--- config.mk ---
export PLATFORM = sky130hd
export DESIGN_NAME = ntt_stage_sched_flat
export DESIGN_NICKNAME = d
export VERILOG_FILES = /design/src/rtl/ntt_stage_sched_if.sv /design/src/rtl/ntt_stage_sched.sv /design/src/flat_wrapper.sv
export SDC_FILE = /design/constraint.sdc
export NUM_CORES = 1
export LEC_CHECK = 0
export CAP_MARGIN = 25
export CORE_UTILIZATION = 27
export CTS_CLUSTER_DIAMETER = 40
export DETAILED_ROUTE_END_ITERATION = 10
export GPL_ROUTABILITY_DRIVEN = 1
export MAX_ROUTING_LAYER = met4
export SYNTH_ARGS = -nofsm -noshare
export SYNTH_HDL_FRONTEND = slang
export SYNTH_SLANG_ARGS = --single-unit
--- constraint.sdc ---
create_clock -name clk -period 6.04 [get_ports clk]
set_input_delay 0.604 -clock clk [delete_from_list [all_inputs] [get_ports clk]]
set_output_delay 0.604 -clock clk [all_outputs]
set_load 0.05 [all_outputs]
--- src/rtl/ntt_stage_sched_if.sv ---
// ntt_stage_sched_if: control/address bundle between the NTT sequencer,
// its controller (master) and the butterfly/RAM side it drives.
interface ntt_stage_sched_if #(
  parameter int ADDWID = 7,
  parameter int STGWID = 3
);
  logic              start;
  logic              mode;
  logic              stall;
  logic              busy;
  logic              done;
  logic              rd_en;
  logic [ADDWID-1:0] rd_addr_a;
  logic [ADDWID-1:0] rd_addr_b;
  logic [ADDWID-1:0] tw_addr;
  logic              bf_inv;
  logic [STGWID-1:0] stage;
  logic              wr_en;
  logic [ADDWID-1:0] wr_addr_a;
  logic [ADDWID-1:0] wr_addr_b;
  logic              scl_en;

  modport master (
    output start, mode, stall,
    input  busy, done, rd_en, rd_addr_a, rd_addr_b,
    input  tw_addr, bf_inv, stage, wr_en,
    input  wr_addr_a, wr_addr_b, scl_en
  );

  modport slave (
    input  start, mode, stall,
    output busy, done, rd_en, rd_addr_a, rd_addr_b,
    output tw_addr, bf_inv, stage, wr_en,
    output wr_addr_a, wr_addr_b, scl_en
  );
endinterface

--- src/rtl/ntt_stage_sched.sv ---
// ntt_stage_sched: in-place radix-2 NTT/INTT butterfly address sequencer.
// Define NTTSCHED_SCALE_EN to append an INTT scale pass.
module ntt_stage_sched #(
  parameter int ADDWID = 7,
  parameter int STGWID = 3,
  parameter int BFLAT  = 4
) (
  input  logic             clk,
  input  logic             rst,
  ntt_stage_sched_if.slave bus
);
  localparam int CW = $clog2(BFLAT) + 1;
  localparam logic [ADDWID-1:0] HLAST = ADDWID'((1 << (ADDWID-1)) - 1);
  localparam logic [ADDWID-1:0] NLAST = ADDWID'((1 << ADDWID) - 1);
  localparam logic [STGWID-1:0] SLAST = STGWID'(ADDWID - 1);
  localparam logic [CW-1:0]     CLAST = CW'(BFLAT - 1);

  typedef enum logic [2:0] {
    S_IDLE, S_ISSUE, S_DRAIN, S_SCALE, S_SDRAIN
  } st_t;

  st_t               r_st, w_st_nx;
  logic [ADDWID-1:0] r_j, w_j_nx;
  logic [STGWID-1:0] r_s, w_s_nx;
  logic [CW-1:0]     r_c, w_c_nx;
  logic              r_mode, w_mode_nx;
  logic              r_done, w_done_nx;
  logic              w_rd_en, w_in_scl, w_to_scl;
  logic [STGWID-1:0] w_ls;
  logic [STGWID:0]   w_sh;
  logic [ADDWID-1:0] w_len, w_g, w_k, w_a, w_b, w_tw;
  logic              r_dl_en [BFLAT];
  logic [ADDWID-1:0] r_dl_a  [BFLAT];
  logic [ADDWID-1:0] r_dl_b  [BFLAT];

  assign w_in_scl = (r_st == S_SCALE);

`ifdef NTTSCHED_SCALE_EN
  assign w_to_scl   = r_mode;
  assign bus.scl_en = w_in_scl && w_rd_en;
`else
  assign w_to_scl   = 1'b0;
  assign bus.scl_en = 1'b0;
`endif

  // ls = log2(len): NTT halves the span per stage, INTT doubles it
  always_comb begin
    w_ls  = r_mode ? r_s : SLAST - r_s;
    w_sh  = {1'b0, w_ls} + (STGWID+1)'(1);
    w_len = ADDWID'(1) << w_ls;
    w_g   = r_j >> w_ls;
    w_k   = r_j & (w_len - ADDWID'(1));
    w_a   = (w_g << w_sh) | w_k;
    w_b   = w_a + w_len;
    w_tw  = (ADDWID'(1) << (r_mode ? SLAST - r_s : r_s)) + w_g;
  end

  always_comb begin
    w_st_nx   = r_st;
    w_j_nx    = r_j;
    w_s_nx    = r_s;
    w_c_nx    = r_c;
    w_mode_nx = r_mode;
    w_done_nx = 1'b0;
    w_rd_en   = 1'b0;
    unique case (r_st)
      S_IDLE: begin
        if (bus.start && !r_done) begin
          w_st_nx   = S_ISSUE;
          w_mode_nx = bus.mode;
          w_j_nx    = '0;
          w_s_nx    = '0;
          w_c_nx    = '0;
        end
      end
      S_ISSUE: begin
        if (!bus.stall) begin
          w_rd_en = 1'b1;
          if (r_j == HLAST) begin
            w_st_nx = S_DRAIN;
            w_j_nx  = '0;
            w_c_nx  = '0;
          end else begin
            w_j_nx = r_j + ADDWID'(1);
          end
        end
      end
      S_DRAIN: begin
        if (r_c != CLAST) begin
          w_c_nx = r_c + CW'(1);
        end else if (r_s != SLAST) begin
          w_st_nx = S_ISSUE;
          w_s_nx  = r_s + STGWID'(1);
          w_c_nx  = '0;
        end else if (w_to_scl) begin
          w_st_nx = S_SCALE;
          w_c_nx  = '0;
        end else begin
          w_st_nx   = S_IDLE;
          w_s_nx    = '0;
          w_c_nx    = '0;
          w_done_nx = 1'b1;
        end
      end
      S_SCALE: begin
        if (!bus.stall) begin
          w_rd_en = 1'b1;
          if (r_j == NLAST) begin
            w_st_nx = S_SDRAIN;
            w_j_nx  = '0;
            w_c_nx  = '0;
          end else begin
            w_j_nx = r_j + ADDWID'(1);
          end
        end
      end
      S_SDRAIN: begin
        if (r_c != CLAST) begin
          w_c_nx = r_c + CW'(1);
        end else begin
          w_st_nx   = S_IDLE;
          w_s_nx    = '0;
          w_c_nx    = '0;
          w_done_nx = 1'b1;
        end
      end
      default: w_st_nx = S_IDLE;
    endcase
  end

  always_ff @(posedge clk) begin
    if (!rst) begin
      r_st   <= S_IDLE;
      r_j    <= '0;
      r_s    <= '0;
      r_c    <= '0;
      r_mode <= 1'b0;
      r_done <= 1'b0;
    end else begin
      r_st   <= w_st_nx;
      r_j    <= w_j_nx;
      r_s    <= w_s_nx;
      r_c    <= w_c_nx;
      r_mode <= w_mode_nx;
      r_done <= w_done_nx;
    end
  end

  // write-back pipe never freezes; stall bubbles flow through as wr_en=0
  always_ff @(posedge clk) begin
    if (!rst) begin
      for (int i = 0; i < BFLAT; i++) begin
        r_dl_en[i] <= 1'b0;
        r_dl_a[i]  <= '0;
        r_dl_b[i]  <= '0;
      end
    end else begin
      r_dl_en[0] <= w_rd_en;
      r_dl_a[0]  <= bus.rd_addr_a;
      r_dl_b[0]  <= bus.rd_addr_b;
      for (int i = 1; i < BFLAT; i++) begin
        r_dl_en[i] <= r_dl_en[i-1];
        r_dl_a[i]  <= r_dl_a[i-1];
        r_dl_b[i]  <= r_dl_b[i-1];
      end
    end
  end

  assign bus.busy      = (r_st != S_IDLE);
  assign bus.done      = r_done;
  assign bus.rd_en     = w_rd_en;
  assign bus.rd_addr_a = !w_rd_en ? '0 : (w_in_scl ? r_j : w_a);
  assign bus.rd_addr_b = !w_rd_en ? '0 : (w_in_scl ? r_j : w_b);
  assign bus.tw_addr   = (w_rd_en && !w_in_scl) ? w_tw : '0;
  assign bus.bf_inv    = r_mode;
  assign bus.stage     = r_s;
  assign bus.wr_en     = r_dl_en[BFLAT-1];
  assign bus.wr_addr_a = r_dl_a[BFLAT-1];
  assign bus.wr_addr_b = r_dl_b[BFLAT-1];
endmodule

--- src/flat_wrapper.sv ---
// flat-port wrapper written by rule: the top's interface ports become plain ports
module ntt_stage_sched_flat 
#(
  parameter int ADDWID = 7,
  parameter int STGWID = 3,
  parameter int BFLAT  = 4
)
  (clk, rst, bus_start, bus_mode, bus_stall, bus_busy, bus_done, bus_rd_en, bus_rd_addr_a, bus_rd_addr_b, bus_tw_addr, bus_bf_inv, bus_stage, bus_wr_en, bus_wr_addr_a, bus_wr_addr_b, bus_scl_en);
  ntt_stage_sched_if #(.ADDWID(ADDWID), .STGWID(STGWID)) bus_i ();
  input  logic clk;
  input  logic rst;
  input wire logic [$bits(bus_i.start)-1:0] bus_start;
  input wire logic [$bits(bus_i.mode)-1:0] bus_mode;
  input wire logic [$bits(bus_i.stall)-1:0] bus_stall;
  output wire logic [$bits(bus_i.busy)-1:0] bus_busy;
  output wire logic [$bits(bus_i.done)-1:0] bus_done;
  output wire logic [$bits(bus_i.rd_en)-1:0] bus_rd_en;
  output wire logic [$bits(bus_i.rd_addr_a)-1:0] bus_rd_addr_a;
  output wire logic [$bits(bus_i.rd_addr_b)-1:0] bus_rd_addr_b;
  output wire logic [$bits(bus_i.tw_addr)-1:0] bus_tw_addr;
  output wire logic [$bits(bus_i.bf_inv)-1:0] bus_bf_inv;
  output wire logic [$bits(bus_i.stage)-1:0] bus_stage;
  output wire logic [$bits(bus_i.wr_en)-1:0] bus_wr_en;
  output wire logic [$bits(bus_i.wr_addr_a)-1:0] bus_wr_addr_a;
  output wire logic [$bits(bus_i.wr_addr_b)-1:0] bus_wr_addr_b;
  output wire logic [$bits(bus_i.scl_en)-1:0] bus_scl_en;
  assign bus_i.start = bus_start;
  assign bus_i.mode = bus_mode;
  assign bus_i.stall = bus_stall;
  assign bus_busy = bus_i.busy;
  assign bus_done = bus_i.done;
  assign bus_rd_en = bus_i.rd_en;
  assign bus_rd_addr_a = bus_i.rd_addr_a;
  assign bus_rd_addr_b = bus_i.rd_addr_b;
  assign bus_tw_addr = bus_i.tw_addr;
  assign bus_bf_inv = bus_i.bf_inv;
  assign bus_stage = bus_i.stage;
  assign bus_wr_en = bus_i.wr_en;
  assign bus_wr_addr_a = bus_i.wr_addr_a;
  assign bus_wr_addr_b = bus_i.wr_addr_b;
  assign bus_scl_en = bus_i.scl_en;
  ntt_stage_sched #(.ADDWID(ADDWID), .STGWID(STGWID), .BFLAT(BFLAT)) u_core (.clk(clk), .rst(rst), .bus(bus_i));
endmodule
==> impl_metrics.py <==
metrics = {
    "sta": {
        "worstMarginPinSlew_ns": 0.792,
        "max_freq_ghz": 0.180,
        "setup_viol": 0,
        "slew_headroom_pct": 46.7,
        "hold_viol_final": 0,
        "fin_crit_ns": 5.54,
        "final_max_slew_viol_count": 0,
        "fin_crit_sh_pct": 91.8,
        "fin_skew_ns": 0.00800,
        "setup-tns-final_ns": 0,
        "rsz0062_at_grt": "no",
    },
    "synth": {
        "synth_top_family_by_area": "simple AND/OR/NAND/NOR gates",
        "yosys-top-cells-area": "dfxtp_1 35%, and2_1 8.1%, ha_1 5.7%",
        "syn_area_per_cell_um2": 8.55,
        "synth_seq_cells": 78,
        "synth_compound_area_share_pct": 16.4,
        "synth_xor_area_share_pct": 4.37,
        "ys.flop_type": "dfxtp_1",
        "syn_inst": 516,
        "syn-cell-area_um2": 4410,
        "yosysTopAreaCell": "dfxtp_1",
        "ys_types": 71,
        "yosysWarnings": 0,
        "synthDominantCellAreaShare_pct": 35.4,
        "synthAdderAreaFrac_pct": 6.58,
        "synth_edf_count": 0,
        "synth_nets": 543,
        "yosys.area_share.simple_pct": 25.4,
        "synthArstFlopShare_pct": 0,
        "ys_seq_area_share_pct": 35.4,
        "synthMuxAreaShare_pct": 5.84,
    },
    "placed_design": {
        "io_buffers": 47,
        "routabilityCongestion": 0.924,
        "dp_hpwl_um": 8140,
    },
    "finish": {
        "area_growth_pct": 23.7,
        "fill_cells": 1639,
        "layout_common_cells": "78 x dfxtp_1, 57 x and2_1, 52 x nor2_1, 35 x clkdlybuf4s50_1, 31 x o21ai_0",
        "layout.nets": 575,
        "final_common_cell": "dfxtp_1",
        "antenna_cells": 0,
        "final_layout_size_suffix_gt1_share_pct": 11.2,
    },
    "detailed_routing": {
        "drt-initial-drc-count": 352,
        "wl_um": 11300,
        "vias": 3724,
        "first_pass_iters": 5,
        "drc_errors": 0,
        "viasPerCell": 4.84,
        "wl_per_cell_um": 14.7,
        "antenna_left": 0,
    },
    "setup_path": {
        "crit_fanout": 14,
        "startpoint_type": "flip-flop",
        "reg2reg_depth": 18,
        "crit_required_ns": 5.44,
        "end_kind": "primary output",
        "critPathKind": "reg2out",
        "worst_ep_arrival_time_ns": 4.94,
    },
    "outcome": {
        "status": "complete, no violations",
    },
    "grt": {
        "antenna_found_initial": 0,
        "grt_max_degree": 67,
        "grt_pass1_wl_um": 18400,
        "track_usage_pct": 14.4,
        "grt_overflow_total": 0,
        "grt_pass1_vias": 3555,
    },
    "cts": {
        "clkLatencyLatePin_ns": 0.33,
        "numCtsBuffers": 9,
        "clock_path_buffers": 2,
        "cts_sinks": 78,
        "cts_tree": "done",
        "clkTransAtPathRegs_ns": 0.06,
        "post_cts_buffers": 0,
        "cts-root-buf": "clkbuf_16",
        "htree_levels": 3,
    },
    "die": {
        "core_area_um2": 15900,
        "dieWidth_um": 130,
        "rows": 46,
        "die_area_um2": 16900,
        "io_pins": 49,
        "start_util_pct": 27.7,
        "dieHeight_um": 130,
    },
    "min_path": {
        "worstHoldPathType": "reg2reg",
        "holdPathStages": 1,
    },
    "pwr": {
        "pwr_density_cell_nw_per_um2": 298,
        "p_total_mw": 1.63,
        "leakage_nw": 2.16,
        "peakVddDrop_mv": 0.176,
    },
    "run": {
        "cap_violations": 0,
    },
}
## worst paths after layout
check / end / startpoint / slack (ns)
setup / recovery: bus_rd_addr_b[6] / u_core.bus.stage[1] / 0.50
hold / removal: u_core.r_dl_a[3][0] / u_core.r_dl_a[2][0] / 0.42
setup reg to reg: u_core.r_dl_b[0][6] / u_core.bus.stage[1] / 1.71
hold reg to reg: u_core.r_dl_a[3][0] / u_core.r_dl_a[2][0] / 0.42
## cells in the mapped netlist (all sizes together), types with 2 or more instances
| master | instances |
|---|---|
| a211o | 2 |
| a211oi | 2 |
| a21boi | 3 |
| a21o | 6 |
| a21oi | 20 |
| a22oi | 5 |
| a31oi | 3 |
| a32oi | 3 |
| and2 | 58 |
| and3 | 4 |
| buf | 16 |
| clkbuf | 19 |
| dfxtp | 78 |
| fa | 2 |
| ha | 20 |
| inv | 21 |
| mux2 | 5 |
| mux2i | 19 |
| nand2 | 28 |
| nand2b | 5 |
| nand3 | 13 |
| nand4 | 7 |
| nor2 | 53 |
| nor2b | 14 |
| nor3 | 8 |
| nor3b | 5 |
| nor4 | 2 |
| o211ai | 2 |
| o21a | 3 |
| o21ai | 32 |
| o21bai | 3 |
| o22ai | 4 |
| o2bb2ai | 3 |
| o31a | 2 |
| or3 | 5 |
| xnor2 | 14 |
| xor2 | 8 |
## critical path, cell delays in order (launching register included)
cell      delay (ns)
dfxtp_1         0.56
ha_2            0.39
or3_1           0.27
nand2_2         0.27
nor3_2          0.33
inv_1           0.11
ha_1            0.22
inv_1           0.12
xnor2_1         0.09
nand2_1         0.12
o221ai_1        0.19
ha_1            0.37
a21o_1          0.20
a21oi_1         0.22
o21bai_1        0.09
a21oi_1         0.17
xor2_1          0.19
xnor2_1         0.11
o21ai_0         0.38
buf_12          0.20
## report_power, final
part           total, mW  internal [mW]  switching (mW)
clock              0.592          0.376           0.216
combinational      0.475          0.165           0.310
sequential         0.558          0.534          0.0247
## registers in the layout, indices dropped and copies added, names as in the netlist
name and count:
u_core.bus.stage 3, u_core.r_dl_a 28, u_core.r_j 7, u_core.r_dl_b 28
u_core.bus.done 1, u_core.r_st 3, u_core.r_c 3, u_core.bus.bf_inv 1
u_core.r_dl_en 4
## kinds of logic (layout without fill, tap and decap cells)
family                     count (synthesis)  in the layout
buffers and inverters                     57             94
adders and majority gates                 22             22
and+or+nand+nor                          206            206
DFF                                       78             78
other                                      1              1
xor gates and xnor gates                  22             22
muxes                                     24             24
AOI/OAI and AO/OA                        106            106
## cell type report
type	count	area, µm²	share of cell area (%)
timing repair buffer	56	621	11.4
sequential	78	1560	28.6
tap	216	270	4.95
multi-input combinational	381	2590	47.5
clock inverter	6	93.8	1.72
clock buffer	10	239	4.38
inverter	22	82.6	1.51
## metal layers
layer	share of wire, %	vias up	global-route usage, %
met5	0	-	-
met4	3.1	0	6.36
met3	4.6	30	2.46
met2	45	139	21.8
met1	47	1736	18.9
li1	-	1819	-
## per-stage QoR
stage	cells	utilization, %	setup WS [ns]	cell area (µm²)	hold WS [ns]
2_1_floorplan	516	-	0.0836	4410	0.406
3_3_place_gp	753	32.1	0.871	5120	0.408
3_5_place_dp	753	32.1	0.802	5120	0.414
4_1_cts	769	34.2	0.405	5460	0.428
5_1_grt	769	34.2	0.0863	5460	0.437
6_report	769	34.2	0.495	5460	0.423
## what timing repair did
item | 4_1_cts | 5_1_grt
gates resized for setup | 0 | 1
hold buffers | 0 | 0
endpoints found under the hold margin | 0 | 0
endpoints found under the setup margin | 0 | 1
No activity file was read; power rests on OpenSTA's default activity.
